**src/rtl/uart_rx_pkg.sv**
```systemverilog
// Shared types and helpers for the UART receive path.
package uart_rx_pkg;

  localparam int MAX_DATA_BITS = 9;

  // Holding-register contents; data is sized for the widest payload.
  typedef struct packed {
    logic [MAX_DATA_BITS-1:0] data;
    logic                     stop_ok;
    logic                     parity_err;
  } rx_frame_t;

  function automatic int frame_bits(input int data_bits, input int parity_en,
                                    input int stop_bits);
    return data_bits + parity_en + stop_bits;
  endfunction

endpackage

```
**src/rtl/rx_bit_counter.sv**
```systemverilog
// Wrap counter for received bits; tc pulses on the enable that reaches WRAP.
module rx_bit_counter #(
  parameter int WRAP = 9,
  parameter int CW   = $clog2(WRAP + 1)
) (
  input  logic          clk,
  input  logic          n_rst,
  input  logic          clear,
  input  logic          enable,
  output logic [CW-1:0] count,
  output logic          tc
);

  // clear suppresses the terminal count so an aborted frame never completes.
  assign tc = enable && !clear && (count == CW'(WRAP - 1));

  always_ff @(posedge clk) begin
    // NOTE: non-blocking assignments for all registered state, so every flop samples pre-edge values.
    if (!n_rst)       count <= '0;
    else if (clear)   count <= '0;
    else if (tc)      count <= '0;
    else if (enable)  count <= count + 1'b1;
  end

endmodule

```
**src/rtl/rx_frame_sr.sv**
```systemverilog
// UART receive frame register: shift in bits, decode on completion, hold with valid/ready.
module rx_frame_sr
  import uart_rx_pkg::*;
#(
  parameter int DATA_BITS  = 8,
  parameter int PARITY_EN  = 0,
  parameter int PARITY_ODD = 0,
  parameter int STOP_BITS  = 1,
  localparam int FRAME_BITS = frame_bits(DATA_BITS, PARITY_EN, STOP_BITS),
  localparam int CW         = $clog2(FRAME_BITS + 1)
) (
  input  logic                 clk,
  input  logic                 n_rst,
  input  logic                 shift_strobe,
  input  logic                 serial_in,
  input  logic                 clear,
  input  logic                 out_ready,
  output logic [DATA_BITS-1:0] packet_data,
  output logic                 stop_ok,
  output logic                 parity_err,
  output logic                 out_valid,
  output logic                 overrun,
  output logic [CW-1:0]        bit_count
);

  logic [FRAME_BITS-1:0] sr;
  logic                  tc;
  logic                  done_q;
  rx_frame_t             frame_d;
  rx_frame_t             hold_q;
  logic                  valid_q;
  logic                  overrun_q;
  logic                  unused_hold;

  rx_bit_counter #(.WRAP(FRAME_BITS), .CW(CW)) u_counter (
    .clk    (clk),
    .n_rst  (n_rst),
    .clear  (clear),
    .enable (shift_strobe),
    .count  (bit_count),
    .tc     (tc)
  );

  // Idle line is all ones; new bits enter at the MSB so the first bit ends up at bit 0.
  always_ff @(posedge clk) begin
    if (!n_rst)            sr <= '1;
    else if (clear)        sr <= '1;
    else if (shift_strobe) sr <= {serial_in, sr[FRAME_BITS-1:1]};
  end

  always_ff @(posedge clk) begin
    if (!n_rst) done_q <= 1'b0;
    else        done_q <= tc;
  end

  always_comb begin
    // NOTE: default every field first so no path through this block can infer a latch.
    frame_d                      = '0;
    frame_d.data[DATA_BITS-1:0]  = sr[DATA_BITS-1:0];
    frame_d.stop_ok              = &sr[FRAME_BITS-1 -: STOP_BITS];
    if (PARITY_EN != 0)
      frame_d.parity_err = (^sr[DATA_BITS:0]) ^ 1'(PARITY_ODD);
  end

  // A completion is accepted if the register is empty or being drained this cycle.
  always_ff @(posedge clk) begin
    if (!n_rst) begin
      hold_q    <= '0;
      valid_q   <= 1'b0;
      overrun_q <= 1'b0;
    end else begin
      if (done_q) begin
        if (!valid_q || out_ready) begin
          hold_q  <= frame_d;
          valid_q <= 1'b1;
        end else begin
          overrun_q <= 1'b1;
        end
      end else if (valid_q && out_ready) begin
        valid_q <= 1'b0;
      end
      if (clear) overrun_q <= 1'b0;
    end
  end

  assign packet_data = hold_q.data[DATA_BITS-1:0];
  assign stop_ok     = hold_q.stop_ok;
  assign parity_err  = hold_q.parity_err;
  assign out_valid   = valid_q;
  assign overrun     = overrun_q;
  assign unused_hold = ^hold_q.data;

endmodule

```
**config.mk**
```make
export PLATFORM = sky130hd
export DESIGN_NAME = rx_frame_sr
export DESIGN_NICKNAME = d
export VERILOG_FILES = /design/src/rtl/uart_rx_pkg.sv /design/src/rtl/rx_bit_counter.sv /design/src/rtl/rx_frame_sr.sv
export SDC_FILE = /design/constraint.sdc
export NUM_CORES = 1
export LEC_CHECK = 0
export ABC_AREA = 1
export ABC_CLOCK_PERIOD_IN_PS = 1350
export CELL_PAD_IN_SITES_DETAIL_PLACEMENT = 1
export CELL_PAD_IN_SITES_GLOBAL_PLACEMENT = 1
export CORE_MARGIN = 2
export CORE_UTILIZATION = 36
export CTS_CLUSTER_DIAMETER = 100
export DETAILED_ROUTE_END_ITERATION = 6
export PLACE_DENSITY_LB_ADDON = 0.1
export SYNTH_ARGS = -nofsm -noshare
export SYNTH_HDL_FRONTEND = slang
export SYNTH_HIERARCHICAL = 1
export SYNTH_SLANG_ARGS = --single-unit
```
**constraint.sdc**
```tcl
create_clock -name clk -period 1.35 [get_ports clk]
set_input_delay 0.405 -clock clk [delete_from_list [all_inputs] [get_ports clk]]
set_output_delay 0.405 -clock clk [all_outputs]
set_load 0.01 [all_outputs]
```
==> metrics.md, run 1 <==
| Metric | Value |
|---|---|
| Outcome | `finished, final reports clean` |
| Most frequent cells in the layout | `sky130_fd_sc_hd__nand2_1 (27), sky130_fd_sc_hd__inv_1 (20), sky130_fd_sc_hd__buf_4 (17)` |
| Required time reported for the critical path endpoint | `0.95 ns` |
| Fin. max-slew vios | `0` |
| Count of antenna-violating nets left after detailed routing | `0` |
| Standard cell with the maximum stage delay on the critical path | `sky130_fd_sc_hd__dfxtp_2` |
| Final Setup Violations | `0` |
| Power density over the cells | `around 840 nW/um2` |
| Footprint of the multi-input gates | `468 um2` |
| Most frequent standard cell in the layout excluding fill and tap cells | `sky130_fd_sc_hd__nand2_1` |
| Largest delay contributor family on the critical path | `flip-flops` |
| Fill cell count | `392` |
| Wire length after detailed routing | `approximately 2300 um` |
| Most area-hungry cell type in the Yosys netlist | `sky130_fd_sc_hd__dfxtp_1` |
| Drc violations | `0` |
| Total track usage | `14.6%` |
| Antenna diode count | `0` |
| Sequential-to-total area share from yosys stat | `roughly 45%` |
| CTS max path bufs | `2` |
| Startpoint of the most critical setup path | `packet_data[5]$_SDFFE_PN0P_` |
| Crit path max fanout | `2` |
| DRT Pass-1 Iters | `4` |
| Number of maximum-capacitance violations | `0` |
| Vias in the first global route | `912` |
| Nets in the synthesized netlist | `145` |
| Buffers added on ports | `20` |
| Path length in cells of the critical path | `1` |
| Critical path cell sequence | `clkdlybuf4s15_1` |
| Number of violations reported at the end of detailed-routing iteration 0 | `16` |
| Global placement routability congestion | `approximately 0.72` |
| Largest net degree at the start of global routing | `19` |
| Highest ir drop seen on vdd | `0.365 mV` |
| Number of distinct standard cells referenced by the synthesized netlist | `23` |
| Die extent in y | `59.5 um` |
| Count of endpoints failing hold in the final timing report | `0` |
| Deepest level of the CTS H-tree | `1` |
| Count of standard-cell rows | `20` |
| Die ar. | `3540 um2` |
| Ratio of final minimum period to clock period | `96.4%` |
| Hold Path Stages | `2` |
| Biggest area contributors in the synthesized netlist | `sky130_fd_sc_hd__dfxtp_1 (45%), sky130_fd_sc_hd__nand2_1 (9.2%), sky130_fd_sc_hd__a21oi_2 (7.1%)` |
| Crit. End Element | `primary output` |
| Placed Instances | `195` |
| Number of warnings reported in the yosys synthesis log | `6` |
| Worst R2R Path Depth | `6` |
| Non-filler cells in the finished layout | `just over 200` |
| Post-detailed-route via-to-cell ratio | `4.55` |
| Arrival time worst endpoint | `0.90 ns` |
| HPWL after DPL | `1800 um` |
| TritonCTS Buffers | `3` |
| Setup crit start kind | `register` |
| Time the worst path needs with I/O delays and setup | `between 1 and 1.5 ns` |
| Final setup slack of the worst path | `between 0.04 and 0.05 ns` |
| Count of clock tree sinks | `25` |
| Master cell of the clock root buffer | `sky130_fd_sc_hd__clkbuf_4` |
| Initial cell density of the core | `37.2%` |
| Final clock skew | `0.00325 ns` |
| Number of antenna violations at the first check in global routing | `0` |
| Class of the tightest hold or removal check | `register to register` |
| Proportion of netlist area held by the largest area contributor | `45.2%` |
| Share of cells above drive strength 1 | `33.7%` |
| Stage delay of the slowest cell on the critical path | `0.35 ns` |
| Post-detailed-placement cell area | `1390 um2` |
| Reg-to-reg critical path startpoint | `u_counter/count[1]$_SDFFE_PP0P_` |
| Total of flip-flops plus latches after synthesis | `25` |
| Overall via count from detail_route | `932` |
| Routed wire length per instance | `about 11 um` |
| Area of all sequential standard cells | `515 um2` |
| Post-Syn Instances | `137` |
| Post-Synthesis Mean Instance Area | `~8.1 um2` |
| Gr ovfl total | `0` |
| Worst setup path class | `register to primary output` |
| Cell area after technology mapping | `1110 um2` |
| Core Box Area | `2980 um2` |
| Die W | `approximately 60 um` |
| Clk pin slew, worst setup/hold paths | `0.14 ns` |
| Wire length of the first global-routing pass | `3920 um` |
| Final sum of negative setup slack | `0 ns` |
| Clock tree from TritonCTS | `done` |
| WP buf/inv | `1` |
| DP Worst Slack | `-0.157 ns` |
| Source-to-sink clock delay at the later pin of the worst-skew pair | `0.31 ns` |
| Setup repair after global routing missed its margin | `no` |
| Final-stage net count | `181` |
| FMAX | `769 MHz` |
| Origin of the worst min-delay path | `overrun$_SDFFE_PP0P_` |
| Ports placed on the boundary | `22` |
| Final std cell area, no fill | `1420 um2` |
| Static leakage | `approximately 0.71 nW` |
| P&R area growth vs syn | `28.5%` |
==> path summary, 6_finish.rpt <==
| kind | end | slack, ns |
|---|---|---|
| worst max-delay path | packet_data[5] | 0.05 |
| worst min-delay path | overrun$_SDFFE_PP0P_ | 0.46 |
| worst max register to register | u_counter/count[2]$_SDFFE_PP0P_ | 0.14 |
| worst min register to register | overrun$_SDFFE_PP0P_ | 0.46 |
==> layer usage <==
layer / wire length, um / global-route usage [%] / vias up
met5: 0 / 0 / -
met4: 19 / 6.82 / 0
met3: 62 / 1.97 / 2
met2: 1130 / 24.6 / 10
met1: 1070 / 18.2 / 425
li1: - / - / 495
==> stage by stage <==
stage / utilization [%] / hold slack, ns / total power, mW
after detailed placement: 46.7 / 0.445 / 0.879
after floorplan: - / 0.453 / 0.833
after global routing: 47.8 / 0.475 / 1.27
after CTS: 48.9 / 0.462 / 1.22
final: 47.8 / 0.457 / 1.20
after global placement: 46.7 / 0.448 / 0.874
==> cells by family (layout without fill, tap and decap cells) <==
logic type / count (synthesis) / in the layout / share of synthesized area [%]
flops: 25 / 25 / 45.2
fa+ha+maj: 2 / 2 / 2.26
compound gates: 23 / 23 / 16.3
other cells: 1 / 1 / 0.339
buf+inv: 28 / 63 / 12.5
xor+xnor: 2 / 2 / 1.58
simple gates: 56 / 56 / 21.8
==> registers in the layout (all words and copies together) (netlist names) <==
signal           cells
overrun              1
packet_data          8
out_valid            1
sr                   9
stop_ok              1
done_q               1
u_counter/count      4
==> synthesized netlist by cell type (all sizes together) <==
cell type and count:
nand2 28, dfxtp 25, inv 21, nor2 17
a21oi 11, nand3 11, o211ai 9, buf 7
ha 2, a21boi 1, conb 1, o21ai 1
o21bai 1, xnor2 1, xor2 1
==> layout make-up <==
type                    count  area share [%]
well taps                  33            2.90
flip-flops and latches     25            36.2
multi-input cells          84            32.9
clock buffers               4            1.85
inverters                  21            5.54
repair buffers             38            20.6
==> where the power goes <==
group | switching (mW) | leakage, nW | internal (mW)
Combinational | 0.0578 | 0.488 | 0.0474
Clock | 0.223 | 0.0150 | 0.115
Sequential | 0.00530 | 0.209 | 0.749
Total | 0.286 | 0.711 | 0.912
==> repair_timing <==
item / 4_1_cts / 5_1_grt
endpoints found under the hold margin: 0 / 0
setup endpoints to repair: 15 / 14
hold buffers: 0 / 0
gates resized for setup: 31 / 22
buffers inserted: 5 / 1
(Power assumes the default switching activity.)
==> run 2: changes to the inputs <==
- HOLD_SLACK_MARGIN: unset -> 0.06
==> results of run 2 <==
No change in the layout: final DEF, timing and power equal those of run 1.
